File: config.mk
export PLATFORM = sky130hd
export DESIGN_NAME = mmio_countdown_master_flat
export DESIGN_NICKNAME = d
export VERILOG_FILES = /design/src/rtl/mmio_pkg.sv /design/src/rtl/mmio_countdown_master_if.sv /design/src/rtl/tick_prescaler.sv /design/src/rtl/mmio_countdown_master.sv /design/src/flat_wrapper.sv
export SDC_FILE = /design/constraint.sdc
export NUM_CORES = 1
export LEC_CHECK = 0
export CAP_MARGIN = 20
export CORE_MARGIN = 2
export CORE_UTILIZATION = 44
export DETAILED_ROUTE_END_ITERATION = 6
export PLACE_DENSITY = 0.91
export SYNTH_ARGS = -nofsm -noshare
export SYNTH_HDL_FRONTEND = slang
export SYNTH_SLANG_ARGS = --single-unit
File: constraint.sdc
create_clock -name clk -period 2.3 [get_ports clk]
set_input_delay 0.345 -clock clk [delete_from_list [all_inputs] [get_ports clk]]
set_output_delay 0.345 -clock clk [all_outputs]
set_load 0.05 [all_outputs]
File: src/rtl/mmio_pkg.sv
// Shared constants and types for the MMIO countdown bus initiator.
package mmio_pkg;

  localparam int unsigned DefAddrW = 30;
  localparam int unsigned DefDataW = 32;
  localparam int unsigned CountW   = 16;

  localparam logic [DefAddrW-1:0] DefSwAddr  = 30'h0000_0040;
  localparam logic [DefAddrW-1:0] DefLedAddr = 30'h0000_0080;

  typedef enum logic [1:0] {
    IDLE,
    RD_WAIT,
    WR,
    WAIT
  } state_t;

endpackage

File: src/rtl/mmio_countdown_master_if.sv
// Memory-mapped peripheral bus: word address, write/read strobes and data.
interface mmio_countdown_master_if #(
  parameter int unsigned ADDR_W = mmio_pkg::DefAddrW,
  parameter int unsigned DATA_W = mmio_pkg::DefDataW
);

  logic [ADDR_W-1:0] memAddress;
  logic [DATA_W-1:0] writeData;
  logic              writeEnable;
  logic              readEnable;
  logic [DATA_W-1:0] readData;

  modport master (
    output memAddress,
    output writeData,
    output writeEnable,
    output readEnable,
    input  readData
  );

  modport slave (
    input  memAddress,
    input  writeData,
    input  writeEnable,
    input  readEnable,
    output readData
  );

endinterface

File: src/rtl/tick_prescaler.sv
// Free-running divider for the countdown: counts while enabled and pulses expire on the
// last cycle of each TICK_DIV-cycle period. Held at zero while clear is high.
module tick_prescaler #(
  parameter int unsigned TICK_DIV = 100_000_000
) (
  input  logic clk,
  input  logic rst,
  input  logic clear,
  output logic expire
);

  localparam int unsigned TickW = $clog2(TICK_DIV);
  localparam logic [TickW-1:0] TickMax = TickW'(TICK_DIV - 1);

  logic [TickW-1:0] tick_q, tick_d;

  assign expire = ~clear & (tick_q == TickMax);

  always_comb begin
    tick_d = tick_q + TickW'(1);
    if (clear || expire) begin
      tick_d = '0;
    end
  end

  always_ff @(posedge clk) begin
    if (!rst) begin
      tick_q <= '0;
    end else begin
      tick_q <= tick_d;
    end
  end

endmodule

File: src/rtl/mmio_countdown_master.sv
// Bus initiator: polls the switch register, then writes a countdown N..0 to the LED
// register, one write per prescaler period.
module mmio_countdown_master
  import mmio_pkg::*;
#(
  parameter int unsigned       ADDR_W   = DefAddrW,
  parameter int unsigned       DATA_W   = DefDataW,
  parameter logic [ADDR_W-1:0] SW_ADDR  = DefSwAddr,
  parameter logic [ADDR_W-1:0] LED_ADDR = DefLedAddr,
  parameter int unsigned       TICK_DIV = 100_000_000
) (
  input  logic                clk,
  input  logic                rst,
  mmio_countdown_master_if.master bus,
  output logic                busy,
  output logic [CountW-1:0]   count_out
);

  state_t            state_q, state_d;
  logic [CountW-1:0] count_q, count_d;
  logic              tick_clear;
  logic              expire;
  logic              unused_rd_hi;

  // Only the low half of the switch register carries the count.
  assign unused_rd_hi = ^bus.readData[DATA_W-1:CountW];

  assign tick_clear = (state_q != WAIT);
  assign count_out  = count_q;

  tick_prescaler #(
    .TICK_DIV(TICK_DIV)
  ) u_tick (
    .clk   (clk),
    .rst   (rst),
    .clear (tick_clear),
    .expire(expire)
  );

  always_comb begin
    state_d = state_q;
    count_d = count_q;
    unique case (state_q)
      IDLE: begin
        state_d = RD_WAIT;
      end
      RD_WAIT: begin
        count_d = bus.readData[CountW-1:0];
        state_d = (bus.readData[CountW-1:0] == '0) ? IDLE : WR;
      end
      WR: begin
        state_d = (count_q == '0) ? IDLE : WAIT;
      end
      WAIT: begin
        if (expire) begin
          count_d = count_q - CountW'(1);
          state_d = WR;
        end
      end
      default: begin
        state_d = IDLE;
      end
    endcase
  end

  always_ff @(posedge clk) begin
    if (!rst) begin
      state_q <= IDLE;
      count_q <= '0;
    end else begin
      state_q <= state_d;
      count_q <= count_d;
    end
  end

  // Moore outputs, qualified by rst so the bus stays idle while reset is held.
  always_comb begin
    bus.readEnable  = 1'b0;
    bus.writeEnable = 1'b0;
    bus.memAddress  = '0;
    bus.writeData   = '0;
    busy            = 1'b0;
    if (rst) begin
      unique case (state_q)
        IDLE: begin
          bus.readEnable = 1'b1;
          bus.memAddress = SW_ADDR;
        end
        WR: begin
          bus.writeEnable              = 1'b1;
          bus.memAddress               = LED_ADDR;
          bus.writeData[CountW-1:0]    = count_q;
          busy                         = 1'b1;
        end
        WAIT: begin
          busy = 1'b1;
        end
        default: begin
          busy = 1'b0;
        end
      endcase
    end
  end

endmodule

File: src/flat_wrapper.sv
// flat-port wrapper written by rule: the top's interface ports become plain ports
module mmio_countdown_master_flat import mmio_pkg::*;
#(
  parameter int unsigned       ADDR_W   = DefAddrW,
  parameter int unsigned       DATA_W   = DefDataW,
  parameter logic [ADDR_W-1:0] SW_ADDR  = DefSwAddr,
  parameter logic [ADDR_W-1:0] LED_ADDR = DefLedAddr,
  parameter int unsigned       TICK_DIV = 100_000_000
)
  (clk, rst, busy, count_out, bus_memAddress, bus_writeData, bus_writeEnable, bus_readEnable, bus_readData);
  mmio_countdown_master_if #(.ADDR_W(ADDR_W), .DATA_W(DATA_W)) bus_i ();
  input  logic clk;
  input  logic rst;
  output logic busy;
  output logic [CountW-1:0] count_out;
  output wire logic [$bits(bus_i.memAddress)-1:0] bus_memAddress;
  output wire logic [$bits(bus_i.writeData)-1:0] bus_writeData;
  output wire logic [$bits(bus_i.writeEnable)-1:0] bus_writeEnable;
  output wire logic [$bits(bus_i.readEnable)-1:0] bus_readEnable;
  input wire logic [$bits(bus_i.readData)-1:0] bus_readData;
  assign bus_memAddress = bus_i.memAddress;
  assign bus_writeData = bus_i.writeData;
  assign bus_writeEnable = bus_i.writeEnable;
  assign bus_readEnable = bus_i.readEnable;
  assign bus_i.readData = bus_readData;
  mmio_countdown_master #(.ADDR_W(ADDR_W), .DATA_W(DATA_W), .SW_ADDR(SW_ADDR), .LED_ADDR(LED_ADDR), .TICK_DIV(TICK_DIV)) u_core (.clk(clk), .rst(rst), .bus(bus_i), .busy(busy), .count_out(count_out));
endmodule
Word-level counts from Yosys, hierarchy flattened
Index checks and enable logic that the tools add are counted.
Widths: inputs -> output; s select.
{ "totals": {"ff_bits": 45, "inputBits": 34, "out_inout_bits": 81, "elab_cells": 38} }
{ "op_classes": {"add_sub_neg": 2, "n_eq_ne": 6, "mux": 16, "bitwise": 3, "reduce_logical": 8} }
{ "op_table": {"columns": ["op", "count"], "rows": [
  ["$mux 16", 3],
  ["$logic_not 16->1", 2],
  ["$pmux 16 s2", 1],
  ["$mux 30", 1],
  ["$add 27x1->27 const B", 1],
  ["$eq 27x27->1 const B", 1],
  ["$pmux 8 s2", 1],
  ["$sub 16x1->16 const B", 1],
  ["$pmux 2 s4", 1],
  ["$mux 1", 6],
  ["$mux 2", 3],
  ["$eq 2x2->1 const B", 2],
  ["$ne 2x2->1 const B", 2],
  ["$reduce_or 2->1", 2],
  ["$eq 2x1->1 const B", 1],
  ["$logic_not 2->1", 1],
  ["$not 1->1", 2],
  ["$reduce_and 2->1", 1],
  ["$reduce_bool 2->1", 1],
  ["$and 1x1->1", 1],
  ["$logic_or 1x1->1", 1]
]} }

Logic depth before layout (Yosys ltp)
Gate-level depths: netlist (run 1).
{ "logic_depth": {"word_depth": 5, "depth_mapped": 8, "mapped_depth_nobuf": 7} }

Modules after synthesis
A second synthesis (run 1) with hierarchy kept.
{ "hier_totals": {"hier_cells": 369, "hier_area_um2": 2960.3} }
{ "by_module_without_submodules": {"columns": ["module", "instances", "cells_per_inst", "area_each_um2", "seq_area_each_um2"], "rows": [
  ["mmio_countdown_master", 1, 222, 1701.6, 360.3],
  ["tick_prescaler", 1, 147, 1258.7, 540.5]
]} }

Least setup slack after synthesis (run 1)
OpenSTA, ideal clock, no wires.
{ "synth_path": {"path_type": "input to output", "from": "in rst", "to": "out bus_writeData[10]", "arrival_ps": 2016, "required_ps": 1955, "setup_slack_ps": -61, "path_stages": 5, "n_path_buf": 2, "path_cell_list": "clkbuf_1 -> nand2_1 -> nor2_1 -> clkbuf_1 -> and2_1"} }
{ "synth_via": {"elab_chain_len": 1} }
{ "synth_rtl": {"columns": ["element", "line", "rtl"], "rows": [
  ["from (decl)", "flat_wrapper.sv:13", "input logic rst;"],
  ["$mux 16", "mmio_countdown_master.sv:83", "if (rst) begin"],
  ["to (decl)", "flat_wrapper.sv:17", "output wire logic [$bits(bus_i.writeData)-1:0] bus_writeData;"]
]} }
No other way between the ends.

Worst setup path after layout (run 1)
{ "layout_path": {"from": "reg u_core.count_q[0], in the netlist u_core.count_out[0]", "to": "reg u_core.count_q[14], in the netlist u_core.count_out[14]"} }
{ "layout_via": {"elab_chain_len": 3} }
{ "layout_rtl": {"columns": ["element", "line", "rtl"], "rows": [
  ["from (decl)", "mmio_countdown_master.sv:20", "logic [CountW-1:0] count_q, count_d;"],
  ["from (signal assigned)", "mmio_countdown_master.sv:72", "count_q <= count_d;"],
  ["$sub 16x1->16", "mmio_countdown_master.sv:56", "count_d = count_q - CountW'(1);"],
  ["$mux 16", "mmio_countdown_master.sv:55", "if (expire) begin"],
  ["$pmux 16 s2", "mmio_countdown_master.sv:43", "unique case (state_q)"]
]} }
No other way between the ends. The select of a mux whose other input is x is not followed.
A chain may end at the register's enable or synchronous reset.

==> flow_metrics.env, run 1 <==
export IMPL_clk_latency_ps=310
export IMPL_ys_seq_area_share_pct=31.6
export IMPL_start_util_pct=45.1
export IMPL_hold_class="reg2reg"
export IMPL_crit_chain="inv_1 -> ha_1 -> nor3b_1 -> nand2_1 -> nor4_2 -> nand4_1 -> o2111a_1"
export IMPL_io_pins=115
export IMPL_yosysWarnings=0
export IMPL_path_class="reg2reg"
export IMPL_viasPerCell=5.56
export IMPL_htree_levels=2
export IMPL_drt_wl_total_um=7090
export IMPL_dp_slack_ps=201
export IMPL_drcViolationCount=0
export IMPL_row_count=29
export IMPL_post_dp_cell_area_um2=3610
export IMPL_setup_viol=0
export IMPL_fin_util_pct=58.8
export IMPL_slew_violations=0
export IMPL_clock_sinks=45
export IMPL_placed_cells=494
export IMPL_root_buffer="clkbuf_8"
export IMPL_grt_pass1_vias=2474
export IMPL_max_vdd_ir_drop_mv=0.373
export IMPL_cp_num_buf_inv=1
export IMPL_relSlewSlack_pct=60.2
export IMPL_slowest_stage="nor3b_1"
export IMPL_hold_depth=1
export IMPL_reg2regPathDepth=7
export IMPL_final_cell_area_um2=3710
export IMPL_gr_total_overflow=0
export IMPL_area_growth_syn_to_layout_pct=30.3
export IMPL_avgRoutedWirePerCell_um=14.1
export IMPL_hpwl_um=5300
export IMPL_drive_above_1_share_pct=14.6
export IMPL_crit_family="simple AND/OR/NAND/NOR gates"
export IMPL_die_h_um=84.4
export IMPL_clkTransAtPathRegs_ps=90
export IMPL_io_buffers=54
export IMPL_fmax_mhz=479
export IMPL_setup_tns_ps=0
export IMPL_first_pass_iters=5
export IMPL_p_per_area_nw_per_um2=605
export IMPL_core_um2=6310
export IMPL_cts_buffers=5
export IMPL_cp_arrival_ps=2290
export IMPL_fin_ws_ps=210
export IMPL_cap_violations=0
export IMPL_path_max_fanout=5
export IMPL_ys_seq_elements=45
export IMPL_worst_ep_required_time_ps=2500
export IMPL_antenna_cells=0
export IMPL_cpPeakStageDelay_ps=380
export IMPL_drtIter0Drc=291
export IMPL_synth_top_area_share_pct=31.6
export IMPL_antenna_left=0
export IMPL_postCtsSetupBuffers=0
export IMPL_syn_area_um2=2850
export IMPL_dieArea_um2=7130
export IMPL_grt_max_degree=28
export IMPL_nets=460
export IMPL_place_gp_congestion=0.952
export IMPL_netlist_top_cells_area="dfxtp_1 32%, buf_4 12%, nor2_1 6.3%, xor2_1 5.5%, nor3_1 3.2%"
export IMPL_clock_skew_ps=8.03
export IMPL_startpoint_type="register"
export IMPL_yosysTopAreaCell="dfxtp_1"
export IMPL_multi_input_area_um2=1660
export IMPL_antenna_found_initial=0
export IMPL_rsz0062_at_grt="no"
export IMPL_reg2reg_to="u_core.count_out[14]"
export IMPL_grt_pass1_wl_um=11400
export IMPL_vias=2789
export IMPL_grt_use_total_pct=19.5
export IMPL_yosysUniqueCellTypes=56
export IMPL_tightest_slew_ps=597
export IMPL_fp_dieW_um=84.4
export IMPL_fin_cells=502
export IMPL_hold_start="u_core.u_tick.tick_q[0]"
export IMPL_regToRegSetupSlack_ps=210
export IMPL_final_seq_area_um2=902
export IMPL_p_total_mw=2.24
export IMPL_cts_hold_fix_buffers=0
export IMPL_cts_tree="yes"
export IMPL_post_route_period_util_pct=90.9
export IMPL_period_needed_ps=2090
export IMPL_holdWs_ps=452
export IMPL_min_to="u_core.u_tick.tick_q[0]"
export IMPL_p_leak_nw=1.40
export IMPL_avgSynthCellArea_um2=7.93
export IMPL_r2r_start="u_core.count_out[0]"
export IMPL_syn_inst=359
export IMPL_status="completed"
export IMPL_clk_path_buf_depth=2
export IMPL_hold_viol_final=0
export IMPL_fillers=556
export IMPL_synth_edf_count=0
export IMPL_yosys_most_used_dff="dfxtp_1"
export IMPL_async_reset_ff_share_pct=0
export IMPL_crit_path_end_kind="register"
metal layers:
layer,global-route usage (%),wire [µm]
met5,0,0
met4,6.06,132
met3,5.41,761
met2,32.8,3450
met1,24.2,2750
logic make-up after synthesis:
kind of cell / after synthesis / synth area share [%]
simple gates: 157 / 29.1
flops: 45 / 31.6
fa+ha+maj: 2 / 0.879
buf+inv: 74 / 16.1
xor+xnor: 28 / 8.62
mux: 2 / 0.703
other cells: 1 / 0.132
compound gates: 50 / 12.8
report_power, final:
group	switching, mW	total, mW	leakage (nW)	internal (mW)
Combinational	0.575	0.867	0.993	0.292
Sequential	0.0669	0.882	0.366	0.815
Clock	0.282	0.496	0.0374	0.214
cell usage after synthesis, drive strengths merged (3+ instances only):
cell / instances
xnor2: 10
nand4: 12
o211ai: 3
nor3: 18
a21oi: 9
o31ai: 4
dfxtp: 45
nand2: 20
xor2: 18
buf: 50
or4: 3
or3: 5
and3: 7
and2: 13
a211oi: 3
clkbuf: 11
inv: 12
nor2: 48
o21ai: 10
and4: 3
nor4: 9
a31oi: 3
nand3: 13
how the worst max path moves through the flow:
stage                                 start                       end  slack (ps)  cells past startpoint
floorplan                               rst         bus_memAddress[6]          30                      4
global placement                        rst            bus_readEnable         300                      6
detailed placement      u_core.count_out[0]      u_core.count_out[14]         200                      7
CTS                       u_core.state_q[1]         bus_writeData[14]         100                      5
global route        u_core.u_tick.tick_q[0]  u_core.u_tick.tick_q[15]          60                      7
finish                  u_core.count_out[0]      u_core.count_out[14]         210                      7
final cells by class:
type / instances / share of cell area, %
clock buffer: 6 / 1.96
tap: 77 / 2.60
sequential: 45 / 24.3
multi-input combinational: 283 / 44.7
inverter: 13 / 1.32
timing repair buffer: 76 / 24.7
clock inverter: 2 / 0.405
repair_timing:
action / CTS / global route
resized for setup: 0 / 2
hold endpoints to repair: 0 / 0
endpoints found under the setup margin: 0 / 14
cells in the final DEF (no fill, tap or decap), types with 5 or more instances in the layout:
| master | count |
|---|---|
| and2_1 | 13 |
| nand4_1 | 11 |
| xor2_1 | 18 |
| o21ai_0 | 9 |
| nor4_1 | 6 |
| and3_1 | 7 |
| nor3_1 | 17 |
| a21oi_1 | 9 |
| dfxtp_1 | 44 |
| inv_1 | 12 |
| nand2_1 | 20 |
| clkbuf_8 | 5 |
| nand3_1 | 13 |
| buf_4 | 22 |
| nor2_1 | 48 |
| xnor2_1 | 10 |
| conb_1 | 44 |
| clkdlybuf4s50_1 | 33 |
| buf_12 | 21 |
registers in the layout, summed over array words and instances, names as in the netlist:
name and count:
u_core.u_tick.tick_q 27, u_core.count_out 16, u_core.state_q 2
(Power assumes the default switching activity.)
==> run 2: changes to the inputs <==
Settings changed: CORE_ASPECT_RATIO set to 0.9.
==> run 2 against run 1 <==
  * Final cell count increased by 2.0%
  * Via count shrank 0.75%
  * Critical path depth is 1 lower
  * Routed wire length rose by 11%
  * Critical path type is now reg2out
  * First-iteration DRC count fell by 13%
  * Design area is 0.78% higher
  * Power increased by 5.9%
  * Sequential share of layout area shrank 0.22 points
  * Non-clock buffer count is the same
  * Largest cell class unchanged
==> flow_metrics.env, run 2 (synthesis gave the netlist of run 1 again) <==
export IMPL_hold_viol_final=0
export IMPL_drive_above_1_share_pct=14.1
export IMPL_cts_hold_fix_buffers=0
export IMPL_hold_start="u_core.u_tick.tick_q[0]"
export IMPL_reg2regPathDepth=7
export IMPL_place_gp_congestion=0.965
export IMPL_reg2reg_to="u_core.count_out[14]"
export IMPL_antenna_cells=0
export IMPL_grt_pass1_wl_um=12200
export IMPL_cts_tree="yes"
export IMPL_p_per_area_nw_per_um2=636
export IMPL_viasPerCell=5.41
export IMPL_grt_use_total_pct=21.8
export IMPL_nets=460
export IMPL_first_pass_iters=5
export IMPL_io_buffers=54
export IMPL_min_to="u_core.u_tick.tick_q[0]"
export IMPL_area_growth_syn_to_layout_pct=31.3
export IMPL_status="completed"
export IMPL_gr_total_overflow=0
export IMPL_postCtsSetupBuffers=0
export IMPL_worst_ep_required_time_ps=1960
export IMPL_core_um2=6180
export IMPL_largest_register="u_core.u_tick.tick_q"
export IMPL_fmax_mhz=460
export IMPL_cap_violations=0
export IMPL_regToRegSetupSlack_ps=250
export IMPL_fin_util_pct=60.5
export IMPL_start_util_pct=46.0
export IMPL_grt_pass1_vias=2424
export IMPL_clk_latency_ps=310
export IMPL_largest_reg_flops=27
export IMPL_period_needed_ps=2170
export IMPL_drtIter0Drc=252
export IMPL_hold_depth=1
export IMPL_post_dp_cell_area_um2=3630
export IMPL_die_h_um=80.3
export IMPL_tightest_slew_ps=523
export IMPL_clkTransAtPathRegs_ps=70
export IMPL_max_vdd_ir_drop_mv=0.353
export IMPL_setup_tns_ps=0
export IMPL_r2r_start="u_core.count_out[0]"
export IMPL_mostFrequentLayoutCell="nor2_1"
export IMPL_drcViolationCount=0
export IMPL_root_buffer="clkbuf_8"
export IMPL_hold_class="reg2reg"
export IMPL_slew_violations=0
export IMPL_path_max_fanout=12
export IMPL_hpwl_um=5980
export IMPL_row_count=27
export IMPL_setup_viol=0
export IMPL_relSlewSlack_pct=65.0
export IMPL_path_class="reg2out"
export IMPL_p_leak_nw=1.41
export IMPL_avgRoutedWirePerCell_um=15.4
export IMPL_layout_common_cells="48 x nor2_1, 45 x dfxtp_1, 44 x conb_1, 33 x clkdlybuf4s50_1, 22 x buf_4"
export IMPL_fp_dieW_um=88.8
export IMPL_post_route_period_util_pct=94.5
export IMPL_rsz0062_at_grt="no"
export IMPL_final_cell_area_um2=3740
export IMPL_grt_max_degree=28
export IMPL_drt_wl_total_um=7860
export IMPL_clock_skew_ps=14.0
export IMPL_startpoint_type="register"
export IMPL_crit_path_end_kind="output port"
export IMPL_io_pins=115
export IMPL_clk_path_buf_depth=2
export IMPL_cp_arrival_ps=1830
export IMPL_antenna_left=0
export IMPL_htree_levels=2
export IMPL_cts_resized=0
export IMPL_dieArea_um2=7130
export IMPL_antenna_found_initial=0
export IMPL_clock_sinks=45
export IMPL_cts_buffers=5
export IMPL_vias=2768
run 2: cell types whose count changed in the layout (fill, tap and decap cells not counted):
cell        previous run  this run
clkinvlp_4             2         0
dfxtp_1               44        45
dfxtp_2                1         0
clkinv_4               0         1
nor4_2                 3         2
bufinv_16              0         1
nor4_1                 6         7
run 2: layout make-up:
cell class | instances | area, µm²
Sequential cell | 45 | 901
Multi-Input combinational cell | 283 | 1650
Tap cell | 87 | 109
Fill cell | 515 | 2440
Clock buffer | 6 | 72.6
Timing Repair Buffer | 76 | 916
Clock inverter | 2 | 38.8
Inverter | 13 | 48.8
run 2: power by group:
part	switching, mW	internal (mW)	leakage, nW
combinational	0.598	0.291	0.991
clock	0.282	0.326	0.0554
sequential	0.0653	0.815	0.365
run 2: metal layers:
layer | wire (µm) | share of wire, % | vias up | global-route usage [%]
li1 | - | - | 1298 | -
met2 | 3790 | 48 | 156 | 34.2
met3 | 707 | 9.0 | 13 | 4.32
met5 | 0 | 0 | - | 0
met4 | 129 | 1.6 | 0 | 5.15
met1 | 3240 | 41 | 1301 | 30.5
run 2: critical path, cell delays in order (launching register included):
cell	delay, ps
dfxtp_1	470
buf_4	220
nand2_1	90
nor2_1	170
buf_4	230
and2_1	200
buf_12	150
run 2: worst max path at each step:
stage / to / slack [ps] / startpoint
2_1_floorplan: bus_memAddress[6] / 30 / rst
3_3_place_gp: bus_writeData[9] / 280 / rst
3_5_place_dp: bus_writeData[6] / 240 / rst
4_1_cts: bus_writeData[6] / 150 / u_core.state_q[1]
5_1_grt: bus_writeData[12] / 20 / u_core.state_q[1]
6_report: bus_writeData[6] / 130 / u_core.state_q[1]
run 2: through the flow:
stage	hold WS, ps	setup WS (ps)	power, mW	cells
floorplan	418	25.9	1.54	402
global placement	429	277	1.75	504
detailed placement	439	243	1.77	504
CTS	453	147	2.37	512
global route	469	19.2	2.47	512
finish	452	126	2.38	512
